File: config.mk
export PLATFORM = sky130hd
export DESIGN_NAME = tl45_prefetch
export DESIGN_NICKNAME = d
export VERILOG_FILES = /design/src/rtl/tl45_prefetch.sv
export SDC_FILE = /design/constraint.sdc
export NUM_CORES = 1
export LEC_CHECK = 0
export BUFFER_PORTS_ARGS = -buffer_cell sky130_fd_sc_hd__buf_4
export CAP_MARGIN = 20
export CORE_ASPECT_RATIO = 1.1
export CORE_UTILIZATION = 55
export CTS_CLUSTER_DIAMETER = 100
export DETAILED_ROUTE_END_ITERATION = 12
export PLACE_DENSITY = 0.73
export SYNTH_ARGS = -nofsm -noshare
export SYNTH_HDL_FRONTEND = slang
export SYNTH_SLANG_ARGS = --single-unit
File: constraint.sdc
create_clock -name i_clk -period 4.1 [get_ports i_clk]
set_input_delay 0.615 -clock i_clk [delete_from_list [all_inputs] [get_ports i_clk]]
set_output_delay 0.615 -clock i_clk [all_outputs]
set_load 0.02 [all_outputs]
File: src/rtl/tl45_prefetch.sv
// rtl/tl45_prefetch.sv - tl45 instruction fetch unit: single-outstanding memory fetch, prefetch FIFO, decode output register
// Fetch FSM issues one request at a time; redirects discard in-flight data and empty the FIFO.
module tl45_prefetch #(
  parameter int unsigned DEPTH    = 4,
  parameter logic [31:0] RESET_PC = 32'h0
) (
  input  logic        i_clk,
  input  logic        i_reset,
  input  logic        i_pipe_stall,
  input  logic        i_pipe_flush,
  input  logic        i_new_pc,
  input  logic [31:0] i_pc,
  output logic        o_mem_req,
  output logic [31:0] o_mem_addr,
  input  logic        i_mem_ack,
  input  logic [31:0] i_mem_data,
  input  logic        i_mem_err,
  output logic        o_buf_valid,
  output logic [31:0] o_buf_pc,
  output logic [31:0] o_buf_inst,
  output logic        o_buf_err
);
  localparam int unsigned PW = $clog2(DEPTH);
  localparam int unsigned CW = PW + 1;
  localparam logic [CW-1:0] FULL_COUNT = CW'(DEPTH);
  localparam logic [31:0] RESET_ADDR = {RESET_PC[31:2], 2'b00};

  typedef enum logic [1:0] {ST_IDLE, ST_BUSY, ST_DRAIN, ST_HALT} state_t;

  state_t        r_state;
  state_t        w_state_next;
  logic [31:0]   r_fetch_pc;
  logic [31:0]   w_fetch_pc_next;
  logic          r_mem_req;
  logic [31:0]   r_mem_addr;

  logic [31:0]   r_fifo_pc   [DEPTH];
  logic [31:0]   r_fifo_inst [DEPTH];
  logic          r_fifo_err  [DEPTH];
  logic [PW-1:0] r_wr_ptr;
  logic [PW-1:0] r_rd_ptr;
  logic [CW-1:0] r_count;

  logic          r_buf_valid;
  logic [31:0]   r_buf_pc;
  logic [31:0]   r_buf_inst;
  logic          r_buf_err;

  logic          w_redirect;
  logic [31:0]   w_target;
  logic          w_full;
  logic          w_empty;
  logic          w_issue;
  logic          w_push;
  logic          w_ack_done;
  logic          w_pop;

  assign w_redirect = i_pipe_flush | i_new_pc;
  assign w_target   = i_new_pc ? {i_pc[31:2], 2'b00} : r_fetch_pc;
  assign w_full     = (r_count == FULL_COUNT);
  assign w_empty    = (r_count == '0);
  assign w_pop      = !w_redirect && !i_pipe_stall && !w_empty;

  always_ff @(posedge i_clk) begin
    if (i_reset) begin
      r_state    <= ST_IDLE;
      r_fetch_pc <= RESET_ADDR;
    end else begin
      r_state    <= w_state_next;
      r_fetch_pc <= w_fetch_pc_next;
    end
  end

  // Redirect always retargets fetch_pc; only a clean ack advances it.
  always_comb begin
    w_state_next    = r_state;
    w_fetch_pc_next = w_redirect ? w_target : r_fetch_pc;
    w_issue         = 1'b0;
    w_push          = 1'b0;
    w_ack_done      = 1'b0;
    case (r_state)
      ST_IDLE: begin
        if (!w_redirect && !w_full) begin
          w_issue      = 1'b1;
          w_state_next = ST_BUSY;
        end
      end
      ST_BUSY: begin
        if (w_redirect) begin
          w_ack_done   = i_mem_ack;
          w_state_next = i_mem_ack ? ST_IDLE : ST_DRAIN;
        end else if (i_mem_ack) begin
          w_push          = 1'b1;
          w_ack_done      = 1'b1;
          w_fetch_pc_next = r_fetch_pc + 32'd4;
          w_state_next    = i_mem_err ? ST_HALT : ST_IDLE;
        end
      end
      ST_DRAIN: begin
        if (i_mem_ack) begin
          w_ack_done   = 1'b1;
          w_state_next = ST_IDLE;
        end
      end
      ST_HALT: begin
        if (w_redirect) begin
          w_state_next = ST_IDLE;
        end
      end
      default: w_state_next = ST_IDLE;
    endcase
  end

  always_ff @(posedge i_clk) begin
    if (i_reset) begin
      r_mem_req  <= 1'b0;
      r_mem_addr <= RESET_ADDR;
    end else if (w_issue) begin
      r_mem_req  <= 1'b1;
      r_mem_addr <= r_fetch_pc;
    end else if (w_ack_done) begin
      r_mem_req  <= 1'b0;
    end
  end

  always_ff @(posedge i_clk) begin
    if (w_push) begin
      r_fifo_pc[r_wr_ptr]   <= r_fetch_pc;
      r_fifo_inst[r_wr_ptr] <= i_mem_err ? 32'h0 : i_mem_data;
      r_fifo_err[r_wr_ptr]  <= i_mem_err;
    end
  end

  always_ff @(posedge i_clk) begin
    if (i_reset || w_redirect) begin
      r_wr_ptr <= '0;
      r_rd_ptr <= '0;
      r_count  <= '0;
    end else begin
      if (w_push) begin
        r_wr_ptr <= r_wr_ptr + PW'(1);
      end
      if (w_pop) begin
        r_rd_ptr <= r_rd_ptr + PW'(1);
      end
      case ({w_push, w_pop})
        2'b10:   r_count <= r_count + CW'(1);
        2'b01:   r_count <= r_count - CW'(1);
        default: r_count <= r_count;
      endcase
    end
  end

  // An unstalled cycle with nothing to pop presents a bubble of all zeros.
  always_ff @(posedge i_clk) begin
    if (i_reset || w_redirect) begin
      r_buf_valid <= 1'b0;
      r_buf_pc    <= 32'h0;
      r_buf_inst  <= 32'h0;
      r_buf_err   <= 1'b0;
    end else if (!i_pipe_stall) begin
      if (w_pop) begin
        r_buf_valid <= 1'b1;
        r_buf_pc    <= r_fifo_pc[r_rd_ptr];
        r_buf_inst  <= r_fifo_inst[r_rd_ptr];
        r_buf_err   <= r_fifo_err[r_rd_ptr];
      end else begin
        r_buf_valid <= 1'b0;
        r_buf_pc    <= 32'h0;
        r_buf_inst  <= 32'h0;
        r_buf_err   <= 1'b0;
      end
    end
  end

  assign o_mem_req   = r_mem_req;
  assign o_mem_addr  = r_mem_addr;
  assign o_buf_valid = r_buf_valid;
  assign o_buf_pc    = r_buf_pc;
  assign o_buf_inst  = r_buf_inst;
  assign o_buf_err   = r_buf_err;

endmodule

==> impl_metrics.tcl <==
set metrics [dict create \
    worst_pin_slew_ns 1.009 \
    htree_levels 2 \
    cap_violations 0 \
    rsz0062_at_grt "no" \
    vdd.ir_drop.worst_uv 295.2 \
    area.growth.synth_to_final_pct 18.97 \
    ys_ff_latch 402 \
    run_status "finished clean" \
    synth.yosys.warnings 0 \
    start_to_end_type_of_the_worst_setup_path "flip-flop to flip-flop" \
    die_w_um 161.2 \
    post_cts_resize_count 0 \
    setup.worst_path.start_class "flip-flop" \
    swShare_pct 20.70 \
    clock_latency_ns 0.52 \
    groute.usage.overall_pct 24.05 \
    finalSetupViolations 0 \
    finalNetCount 1286 \
    antenna_found_initial 0 \
    yosys.cell_types.count 47 \
    detailroute.via_count 9441 \
    finalNonFillerCells 1593 \
    total_net_switching_power_mw 1.714 \
    power-per-cell-area_nw_per_um2 453.7 \
    minimum_clock_period_after_layout_ns 2.895 \
    drt_pass1_iterations 7 \
    buffer_ports.inserted 167 \
    synth_top_flop_cell "sky130_fd_sc_hd__edfxtp_1" \
    worst_relative_slew_slack_pct 32.76 \
    finalClockSkew_ns 0.01452 \
    total_negative_setup_slack_ns 0 \
    initialDrtViolationCount 623 \
    worst_hold_path_type "input pin to flip-flop" \
    synth_enable_flop_cells 260 \
    ant_nets 0 \
    synth_top_area_share_pct 50.90 \
    mostFrequentLayoutCell "sky130_fd_sc_hd__edfxtp_1" \
    fraction_of_power_consumed_by_sequential_logic_pct 53.4 \
    top_level_ports 170 \
    mappedNetlistArea_sq_um 15340 \
    gp_congestion 0.7911 \
    postCtsSetupRepairBufs 0 \
    cts.sink_count 402 \
    post_synth.cell_area_avg_sq_um 14.61 \
    postRouteWirelength_um 33460 \
    most-common-layout-cells "sky130_fd_sc_hd__edfxtp_1 (260), sky130_fd_sc_hd__buf_4 (173), sky130_fd_sc_hd__dfxtp_1 (140), sky130_fd_sc_hd__nand2_1 (93), sky130_fd_sc_hd__nor2_1 (92)" \
    synth.area.top_cells "sky130_fd_sc_hd__edfxtp_1 (51%), sky130_fd_sc_hd__dfxtp_1 (19%), sky130_fd_sc_hd__mux4_2 (9.5%), sky130_fd_sc_hd__a22oi_1 (3.2%), sky130_fd_sc_hd__nand2_1 (2.3%)" \
    tritoncts "done" \
    floorplan.initialDensity_pct 56.40 \
    comb_power_share_pct 3.9 \
    synth_cells 1050 \
    globalRoute.totalOverflow 0 \
    antenna_cells_inserted 0 \
    post_route_cells_drive_above_1_share_pct 26.38 \
    synth_fp_nets 1132 \
    worstPathRequired_ns 4.55 \
    wl_per_instance_um 21.00 \
    async_reset_ff_share_pct 0 \
    final-max-slew-violation-count 0 \
    synth.largest_area_cell "sky130_fd_sc_hd__edfxtp_1" \
    worst-path-max-fanout 22 \
    grt_start_max_net_pins 69 \
    fp.dieArea_sq_um 28560 \
    internal-power_mw 6.566 \
    core_area_sq_um 27190 \
    finalCritPeriodShare_pct 70.60 \
    num_rows 63 \
    grt_pass1_wl_um 52350 \
    postCtsHoldBufs 0 \
    leakagePower_nw 6.225 \
    endpoint_kind "flip-flop" \
    numCtsBuffers 40 \
    vias_per_inst 5.927 \
    max_freq_mhz 345.5 \
    share_clk_of_total_power_pct 42.7 \
    detailedPlacementHpwl_um 19350 \
    drc 0 \
    timing.hold.ws_ns 0.3637 \
    ys_seq_area_share_pct 69.43 \
    die_h_um 177.2 \
    clockRootBuffer "sky130_fd_sc_hd__clkbuf_16" \
    grt_pass1_vias 9556 \
    clk_pin_slew_ns 0.06 \
    cts.path.max_buffers 3 \
    arrival_ns 3.35 \
    finalHoldViolations 0 \
    placed_cells 1519 \
]
[layer usage]
| layer | vias to the layer above | part of all wire, % | track usage [%] | wire length (um) |
|---|---|---|---|---|
| li1 | 4269 | - | - | - |
| met1 | 4749 | 42 | 32.02 | 13900 |
| met2 | 361 | 49 | 40.66 | 16480 |
| met3 | 62 | 6.7 | 3.702 | 2243 |
| met4 | 0 | 2.5 | 7.940 | 839 |
| met5 | - | 0 | 0 | 0 |
[final cells by class]
class | instances | area [sq um]
clock buffers | 59 | 1154
multi-input cells | 565 | 4378
clock inverters | 15 | 132.6
well taps | 357 | 446.7
flip-flops and latches | 402 | 10660
repair buffers | 179 | 1419
inverters | 16 | 60.06
fillers | 1926 | 8947
[stage by stage]
step           util (%)  area, sq um  setup slack, ns  power [mW]
2_1_floorplan         -        15340           0.5980       4.668
4_1_cts           67.10        18250            1.220       8.334
6_report          67.10        18250            1.205       8.279
3_5_place_dp      62.37        16960            1.027       4.822
3_3_place_gp      62.37        16960            1.097       4.812
5_1_grt           67.10        18250           0.9947       8.534
[path summary, 6_finish.rpt]
kind                 startpoint        endpoint  slack, ns  cells past startpoint
hold reg to reg   o_mem_addr[4]   o_mem_addr[4]       0.46                      2
setup / recovery     r_state[1]      r_count[2]       1.21                     11
hold / removal         i_pc[14]  r_fetch_pc[14]       0.36                      3
setup reg to reg     r_state[1]      r_count[2]       1.21                     11
[registers in the layout, summed over array words and instances (netlist names), 3 cells and up, named ones only]
name,cells
o_buf_inst,32
o_buf_pc,32
o_mem_addr,32
r_count,3
r_fetch_pc,32
r_fifo_err,4
r_fifo_inst,128
r_fifo_pc,128
[power groups by stage]
stage / Sequential (mW) / Clock, mW / Combinational (mW)
floorplan: 4.49 / 0 / 0.177
global placement: 4.50 / 0 / 0.312
detailed placement: 4.50 / 0 / 0.319
CTS: 4.42 / 3.60 / 0.322
global route: 4.42 / 3.76 / 0.350
finish: 4.42 / 3.54 / 0.322
[cell usage after synthesis, types with 2 or more instances]
| cell type | count |
|---|---|
| sky130_fd_sc_hd__a211oi_1 | 4 |
| sky130_fd_sc_hd__a21oi_1 | 67 |
| sky130_fd_sc_hd__a22oi_1 | 66 |
| sky130_fd_sc_hd__a2bb2oi_1 | 2 |
| sky130_fd_sc_hd__a31oi_1 | 2 |
| sky130_fd_sc_hd__a32oi_1 | 3 |
| sky130_fd_sc_hd__and2_1 | 7 |
| sky130_fd_sc_hd__and3_1 | 13 |
| sky130_fd_sc_hd__buf_1 | 5 |
| sky130_fd_sc_hd__buf_2 | 16 |
| sky130_fd_sc_hd__clkbuf_1 | 46 |
| sky130_fd_sc_hd__dfxtp_1 | 142 |
| sky130_fd_sc_hd__edfxtp_1 | 260 |
| sky130_fd_sc_hd__ha_1 | 10 |
| sky130_fd_sc_hd__inv_1 | 16 |
| sky130_fd_sc_hd__mux2_2 | 7 |
| sky130_fd_sc_hd__mux2i_1 | 3 |
| sky130_fd_sc_hd__mux4_2 | 65 |
| sky130_fd_sc_hd__nand2_1 | 94 |
| sky130_fd_sc_hd__nand3_1 | 12 |
| sky130_fd_sc_hd__nand3b_1 | 2 |
| sky130_fd_sc_hd__nand4_1 | 15 |
| sky130_fd_sc_hd__nor2_1 | 92 |
| sky130_fd_sc_hd__nor2b_1 | 34 |
| sky130_fd_sc_hd__nor3_1 | 8 |
| sky130_fd_sc_hd__nor4_4 | 2 |
| sky130_fd_sc_hd__o21ai_0 | 16 |
| sky130_fd_sc_hd__o22ai_1 | 5 |
| sky130_fd_sc_hd__o311ai_0 | 2 |
| sky130_fd_sc_hd__or3_1 | 2 |
| sky130_fd_sc_hd__xnor2_1 | 2 |
| sky130_fd_sc_hd__xor2_1 | 15 |
[critical path: stages, from the launching register on]
cell,delay (ns)
sky130_fd_sc_hd__dfxtp_1,0.38
sky130_fd_sc_hd__inv_1,0.08
sky130_fd_sc_hd__ha_1,0.25
sky130_fd_sc_hd__nand2_1,0.17
sky130_fd_sc_hd__nor3_2,0.06
sky130_fd_sc_hd__inv_1,0.53
sky130_fd_sc_hd__ha_1,0.31
sky130_fd_sc_hd__inv_1,0.07
sky130_fd_sc_hd__fa_1,0.38
sky130_fd_sc_hd__xor2_1,0.16
sky130_fd_sc_hd__or3_1,0.31
sky130_fd_sc_hd__a21oi_1,0.13
[kinds of logic (layout without fill, tap and decap cells)]
group                      Yosys count  after routing  share of synthesized area, %
and+or+nand+nor                    290            290                         9.104
DFF                                402            402                         69.43
muxes                               75             75                         10.25
adders and majority gates           11             11                        0.9462
AOI/OAI and AO/OA                  172            172                         7.130
xor gates and xnor gates            17             17                        0.9708
buffers and inverters               83            269                         2.162
Power figures use the tool's default switching activity.
